--- config.mk ---
export PLATFORM = sky130hd
export DESIGN_NAME = id_ex_stage
export DESIGN_NICKNAME = d
export VERILOG_FILES = /design/src/rtl/id_ex_stage.sv
export SDC_FILE = /design/constraint.sdc
export NUM_CORES = 1
export LEC_CHECK = 0
export ABC_AREA = 1
export BUFFER_PORTS_ARGS = -buffer_cell sky130_fd_sc_hd__buf_2
export CORE_AREA = 2 2 125 127
export DETAILED_ROUTE_END_ITERATION = 6
export DIE_AREA = 0 0 127 129
export PLACE_DENSITY = 0.82
export SETUP_SLACK_MARGIN = 0.2
export SLEW_MARGIN = 30
export SYNTH_ARGS = -nofsm -noshare
export SYNTH_HDL_FRONTEND = slang
export SYNTH_SLANG_ARGS = --single-unit
--- constraint.sdc ---
create_clock -name clk -period 1.9 [get_ports clk]
set_input_delay 0.095 -clock clk [delete_from_list [all_inputs] [get_ports clk]]
set_output_delay 0.095 -clock clk [all_outputs]
set_load 0.005 [all_outputs]
--- src/rtl/id_ex_stage.sv ---
// rtl/id_ex_stage.sv - ID/EX pipeline register with ALU control decode, forwarding and load-use detection
module id_ex_stage #(
  parameter int DW = 32,
  parameter int RW = 5
) (
  input  logic          clk,
  input  logic          rst_n,
  input  logic          id_valid,
  input  logic [5:0]    id_opcode,
  input  logic [5:0]    id_funct,
  input  logic [RW-1:0] id_rs,
  input  logic [RW-1:0] id_rt,
  input  logic [RW-1:0] id_rd,
  input  logic [DW-1:0] id_rs_val,
  input  logic [DW-1:0] id_rt_val,
  input  logic [15:0]   id_imm,
  input  logic          stall,
  input  logic          flush,
  input  logic          exmem_regwrite,
  input  logic [RW-1:0] exmem_rd,
  input  logic [DW-1:0] exmem_result,
  input  logic          memwb_regwrite,
  input  logic [RW-1:0] memwb_rd,
  input  logic [DW-1:0] memwb_result,
  output logic [DW-1:0] word1,
  output logic [DW-1:0] word2,
  output logic [1:0]    ALUOp,
  output logic          bitinvert,
  output logic          ex_valid,
  output logic [RW-1:0] ex_dest,
  output logic          ex_regwrite,
  output logic          ex_memread,
  output logic          ex_memwrite,
  output logic          ex_branch,
  output logic [DW-1:0] ex_store_data,
  output logic          load_use_stall,
  output logic          illegal_op
);

  localparam logic [5:0] OP_RTYPE = 6'h00;
  localparam logic [5:0] OP_BEQ   = 6'h04;
  localparam logic [5:0] OP_ADDI  = 6'h08;
  localparam logic [5:0] OP_ADDIU = 6'h09;
  localparam logic [5:0] OP_ANDI  = 6'h0C;
  localparam logic [5:0] OP_ORI   = 6'h0D;
  localparam logic [5:0] OP_LW    = 6'h23;
  localparam logic [5:0] OP_SW    = 6'h2B;

  localparam logic [1:0] ALU_AND = 2'b00;
  localparam logic [1:0] ALU_OR  = 2'b01;
  localparam logic [1:0] ALU_ADD = 2'b10;

  logic          r_valid;
  logic [1:0]    r_aluop;
  logic          r_bitinv;
  logic [RW-1:0] r_dest;
  logic          r_regwrite;
  logic          r_memread;
  logic          r_memwrite;
  logic          r_branch;
  logic          r_alusrc;
  logic [RW-1:0] r_rs;
  logic [RW-1:0] r_rt;
  logic [DW-1:0] r_rs_val;
  logic [DW-1:0] r_rt_val;
  logic [DW-1:0] r_imm;
  logic          r_illegal;

  logic          w_ok;
  logic [1:0]    w_aluop;
  logic          w_bitinv;
  logic [RW-1:0] w_dest;
  logic          w_regwrite;
  logic          w_memread;
  logic          w_memwrite;
  logic          w_branch;
  logic          w_alusrc;
  logic          w_reads_rt;
  logic [DW-1:0] w_imm;
  logic          w_load_use;
  logic          w_advance;
  logic [DW-1:0] w_fwd_rs;
  logic [DW-1:0] w_fwd_rt;

  always_comb begin
    w_ok       = 1'b1;
    w_aluop    = ALU_ADD;
    w_bitinv   = 1'b0;
    w_dest     = id_rt;
    w_regwrite = 1'b0;
    w_memread  = 1'b0;
    w_memwrite = 1'b0;
    w_branch   = 1'b0;
    w_alusrc   = 1'b0;
    w_reads_rt = 1'b0;
    w_imm      = {{(DW-16){id_imm[15]}}, id_imm};
    case (id_opcode)
      OP_RTYPE: begin
        w_dest     = id_rd;
        w_regwrite = 1'b1;
        w_reads_rt = 1'b1;
        case (id_funct)
          6'h20, 6'h21: w_aluop = ALU_ADD;
          6'h22, 6'h23: w_bitinv = 1'b1;
          6'h24:        w_aluop = ALU_AND;
          6'h25:        w_aluop = ALU_OR;
          default:      w_ok = 1'b0;
        endcase
      end
      OP_ADDI, OP_ADDIU: begin
        w_alusrc   = 1'b1;
        w_regwrite = 1'b1;
      end
      OP_ANDI: begin
        w_aluop    = ALU_AND;
        w_alusrc   = 1'b1;
        w_regwrite = 1'b1;
        w_imm      = {{(DW-16){1'b0}}, id_imm};
      end
      OP_ORI: begin
        w_aluop    = ALU_OR;
        w_alusrc   = 1'b1;
        w_regwrite = 1'b1;
        w_imm      = {{(DW-16){1'b0}}, id_imm};
      end
      OP_LW: begin
        w_alusrc   = 1'b1;
        w_memread  = 1'b1;
        w_regwrite = 1'b1;
      end
      OP_SW: begin
        w_alusrc   = 1'b1;
        w_memwrite = 1'b1;
        w_reads_rt = 1'b1;
      end
      OP_BEQ: begin
        w_bitinv   = 1'b1;
        w_branch   = 1'b1;
        w_reads_rt = 1'b1;
      end
      default: w_ok = 1'b0;
    endcase
  end

  // rt only counts as a hazard source for instructions that actually read it
  assign w_load_use = r_valid && r_memread && (r_dest != '0) &&
                      ((r_dest == id_rs) || ((r_dest == id_rt) && w_reads_rt));
  assign w_advance  = !flush && !stall && !w_load_use;

  function automatic logic [DW-1:0] fwd(
    input logic [RW-1:0] reg_a,
    input logic [DW-1:0] reg_v,
    input logic          em_we,
    input logic [RW-1:0] em_rd,
    input logic [DW-1:0] em_res,
    input logic          mw_we,
    input logic [RW-1:0] mw_rd,
    input logic [DW-1:0] mw_res
  );
    if (em_we && (em_rd == reg_a) && (reg_a != '0)) return em_res;
    else if (mw_we && (mw_rd == reg_a) && (reg_a != '0)) return mw_res;
    else return reg_v;
  endfunction

  assign w_fwd_rs = fwd(r_rs, r_rs_val, exmem_regwrite, exmem_rd, exmem_result,
                        memwb_regwrite, memwb_rd, memwb_result);
  assign w_fwd_rt = fwd(r_rt, r_rt_val, exmem_regwrite, exmem_rd, exmem_result,
                        memwb_regwrite, memwb_rd, memwb_result);

  always_ff @(posedge clk or negedge rst_n) begin
    if (!rst_n) begin
      r_valid    <= 1'b0;
      r_aluop    <= '0;
      r_bitinv   <= 1'b0;
      r_dest     <= '0;
      r_regwrite <= 1'b0;
      r_memread  <= 1'b0;
      r_memwrite <= 1'b0;
      r_branch   <= 1'b0;
      r_alusrc   <= 1'b0;
      r_rs       <= '0;
      r_rt       <= '0;
      r_rs_val   <= '0;
      r_rt_val   <= '0;
      r_imm      <= '0;
      r_illegal  <= 1'b0;
    end else if (!stall || flush) begin
      if (w_advance && id_valid && w_ok) begin
        r_valid    <= 1'b1;
        r_aluop    <= w_aluop;
        r_bitinv   <= w_bitinv;
        r_dest     <= w_dest;
        r_regwrite <= w_regwrite;
        r_memread  <= w_memread;
        r_memwrite <= w_memwrite;
        r_branch   <= w_branch;
        r_alusrc   <= w_alusrc;
        r_rs       <= id_rs;
        r_rt       <= id_rt;
        r_rs_val   <= id_rs_val;
        r_rt_val   <= id_rt_val;
        r_imm      <= w_imm;
      end else begin
        r_valid    <= 1'b0;
        r_aluop    <= '0;
        r_bitinv   <= 1'b0;
        r_dest     <= '0;
        r_regwrite <= 1'b0;
        r_memread  <= 1'b0;
        r_memwrite <= 1'b0;
        r_branch   <= 1'b0;
        r_alusrc   <= 1'b0;
        r_rs       <= '0;
        r_rt       <= '0;
        r_rs_val   <= '0;
        r_rt_val   <= '0;
        r_imm      <= '0;
      end
      if (w_advance && id_valid && !w_ok) r_illegal <= 1'b1;
    end
  end

  assign word1          = w_fwd_rs;
  assign word2          = r_alusrc ? r_imm : w_fwd_rt;
  assign ex_store_data  = w_fwd_rt;
  assign ALUOp          = r_aluop;
  assign bitinvert      = r_bitinv;
  assign ex_valid       = r_valid;
  assign ex_dest        = r_dest;
  assign ex_regwrite    = r_regwrite;
  assign ex_memread     = r_memread;
  assign ex_memwrite    = r_memwrite;
  assign ex_branch      = r_branch;
  assign load_use_stall = w_load_use;
  assign illegal_op     = r_illegal;

endmodule
==> flow_summary.toml <==
[drt]
dr_total_vias = 10300
routedWlPerCell_um = 22.1
drtIter0Drc = 1563
drtPass1Iterations = 7
drc = 59
routed_via_density = 6.19
wirelength_um = 37000
ant_nets = 0

[clock_network]
cts_buffers = 9
clk_latency_ns = 0.36
clk_pin_slew_ns = 0.07
htree_levels = 3
clockRootBuffer = "clkbuf_16"
cts_max_path_buffers = 2
cts_num_sinks = 106
cts_tree = "yes"

[hold_path]
hp-class = "input port to flip-flop"
min_from = "id_imm[8]"

[yosys]
syn-num-nets = 1293
ys_seq_area_share_pct = 35.7
synth.distinct_cells = 34
async_flop_share_pct = 100
syn_area_per_cell_sq_um = 6.73
synth_edf_count = 0
ys_warn_count = 0
synth_area_sq_um = 7440
ys_seq_elements = 106
yosys_most_used_dff = "dfrtp_1"
postSynthCellCount = 1105

[placement]
port_buffers = 298
dp_hpwl_um = 20300
dpl_cell_area_sq_um = 9260
dpl.cell_count = 1547
place_congestion = 0.934

[layout]
instances_no_fill = 1670
layout.nets = 1662
utilization_pct = 79.8
final_cell_area_sq_um = 11900
drive_gt1_share_pct = 39.8
layout_commonest_cell = "nand2_1"
area_growth_pct = 60.6
mostFrequentLayoutCells = "nand2_1, buf_2, nand4_1"

[critical_path]
startpoint = "r_rt[2]"
critPathKind = "flip-flop to primary output"
worstSetupStartpointType = "flip-flop"
critPathRequiredTime_ns = 1.80
critPathCaptureType = "primary output"
crit_fanout = 12
arrival_ns = 2.24
r2r-start = "ex_dest[0]"

[die]
coreArea_sq_um = 15000
die_y_um = 129
row_count = 45
io_pins = 299
initial_utilization_pct = 49.7
dieArea_sq_um = 16400
fp.dieW_um = 127

[timing]
period_share_pct = 123
fin_skew_ns = 0.00977
setup_viol = 96
whs_ns = -0.0169
maxSlewViolCount = 0
min_period_ns = 2.33
rsz0062_at_grt = "true"
timing.fmax_ghz = 0.429
worst_slack_ns = -0.431
worst_pin_slew_ns = 0.824
finalHoldViolations = 1
slew_headroom_pct = 45.0

[power]
p_total_mw = 5.01
seq_power_share_pct = 45.6
p_clk_share_pct = 38.1
p_per_area_nw_per_um2 = 419
p_sw_mw = 1.37
comb_power_share_pct = 16.2
switching_share_pct = 27.4
peakVddDrop_mv = 0.499
p_int_mw = 3.64
leakage_nw = 6.80

[outcome]
outcome = "finished with violations"
violations = "design-rule violations, negative hold slack, negative setup slack"

[global_routing]
grt.overflow.total = 0
grtUsageTotal_pct = 36.7
grt_pass1_vias = 8878
grt_first_pass_wirelength_um = 47200
grt_max_degree = 106
grt_antenna_before_repair = 2

[job]
cap_violations = 0
==> state kept, by name (all words and copies together), names as in the netlist, 2 cells and up <==
name,cells
r_rt,5
r_imm,17
r_rs,5
ALUOp,2
ex_dest,5
r_rt_val,32
r_rs_val,32
==> per-layer routing <==
layer / global-route usage [%] / vias up / wire length, um
met4: 16.8 / 0 / 2830
li1: - / 4381 / -
met1: 46.7 / 4747 / 12600
met2: 62.7 / 922 / 17000
met3: 4.95 / 281 / 4530
met5: 0 / - / 0
==> cell families after synthesis <==
kind of cell	count (synthesis)	share of synthesized area [%]
xor+xnor	16	1.88
buf+inv	148	9.22
compound gates	13	1.14
simple gates	822	52.1
flops	106	35.7
==> power by group through the flow <==
stage               Sequential, mW  Clock [mW]  Combinational, mW
finish                        2.29        1.91              0.813
global route                  2.29        1.98              0.856
CTS                           2.28        1.87              0.751
global placement              2.33           0              0.639
detailed placement            2.33           0              0.645
floorplan                     2.33           0              0.234
==> synth_stat cells (2+ instances only) <==
library cell / instances / area share [%]
buf_1: 6 / 0.30
o21ai_1: 2 / 0.13
o21ai_0: 3 / 0.20
nand3_2: 2 / 0.27
and2_1: 32 / 2.7
o22ai_1: 2 / 0.17
nand2_2: 3 / 0.25
nand4_1: 105 / 8.8
or2_1: 30 / 2.5
dfrtp_1: 106 / 36
nand2_1: 434 / 22
buf_2: 41 / 2.8
inv_1: 64 / 3.2
nand3b_1: 32 / 3.2
nand3_1: 145 / 9.8
clkbuf_1: 21 / 1.1
nor2_1: 23 / 1.2
inv_2: 4 / 0.20
or2_2: 6 / 0.50
xnor2_1: 9 / 1.1
nor3_1: 3 / 0.20
buf_6: 9 / 1.4
o211ai_1: 2 / 0.20
buf_4: 3 / 0.30
xor2_1: 7 / 0.82
nor2_2: 3 / 0.25
==> worst paths after layout <==
| check | to | slack [ns] | cells after the start |
|---|---|---|---|
| max | word2[4] | -0.43 | 9 |
| max in group asynchronous | r_rt_val[24] | 1.02 | 3 |
| max reg2reg | r_rt_val[3] | 0.04 | 10 |
| min in group asynchronous | illegal_op | 0.20 | 2 |
| min | r_imm[8] | -0.02 | 3 |
| min reg2reg | r_rt_val[14] | 0.48 | 2 |
==> area by class of cell <==
| cell class | count | area (sq um) |
|---|---|---|
| antenna | 3 | 7.51 |
| inverter | 68 | 263 |
| sequential | 106 | 2660 |
| clock buffer | 13 | 270 |
| tap | 188 | 235 |
| clock inverter | 3 | 22.5 |
| fill | 974 | 3030 |
| timing repair buffer | 438 | 3550 |
| multi-input combinational | 851 | 4940 |
==> critical path: stages, from the launching register on <==
cell	delay (ns)
dfrtp_1	0.43
xnor2_1	0.16
nand3_1	0.11
nor2_2	0.16
nand2_4	0.16
buf_12	0.20
or2_1	0.26
nand3_1	0.16
nand2_1	0.09
buf_2	0.14
==> metrics by stage <==
step           setup TNS [ns]  setup WS, ns
5_1_grt                -33.89        -0.466
3_5_place_dp                0        0.0839
3_3_place_gp                0        0.0967
2_1_floorplan               0         0.446
6_report               -26.59        -0.431
4_1_cts                -18.85        -0.270
==> repair_timing <==
item / 4_1_cts / 5_1_grt
buffers inserted: 10 / 16
resized for setup: 87 / 181
endpoints found under the hold margin: 74 / 0
setup endpoints to repair: 140 / 187
gates cloned: 7 / 19
pin swaps: 9 / 77
hold buffers: 52 / 0
(Power assumes the default switching activity.)
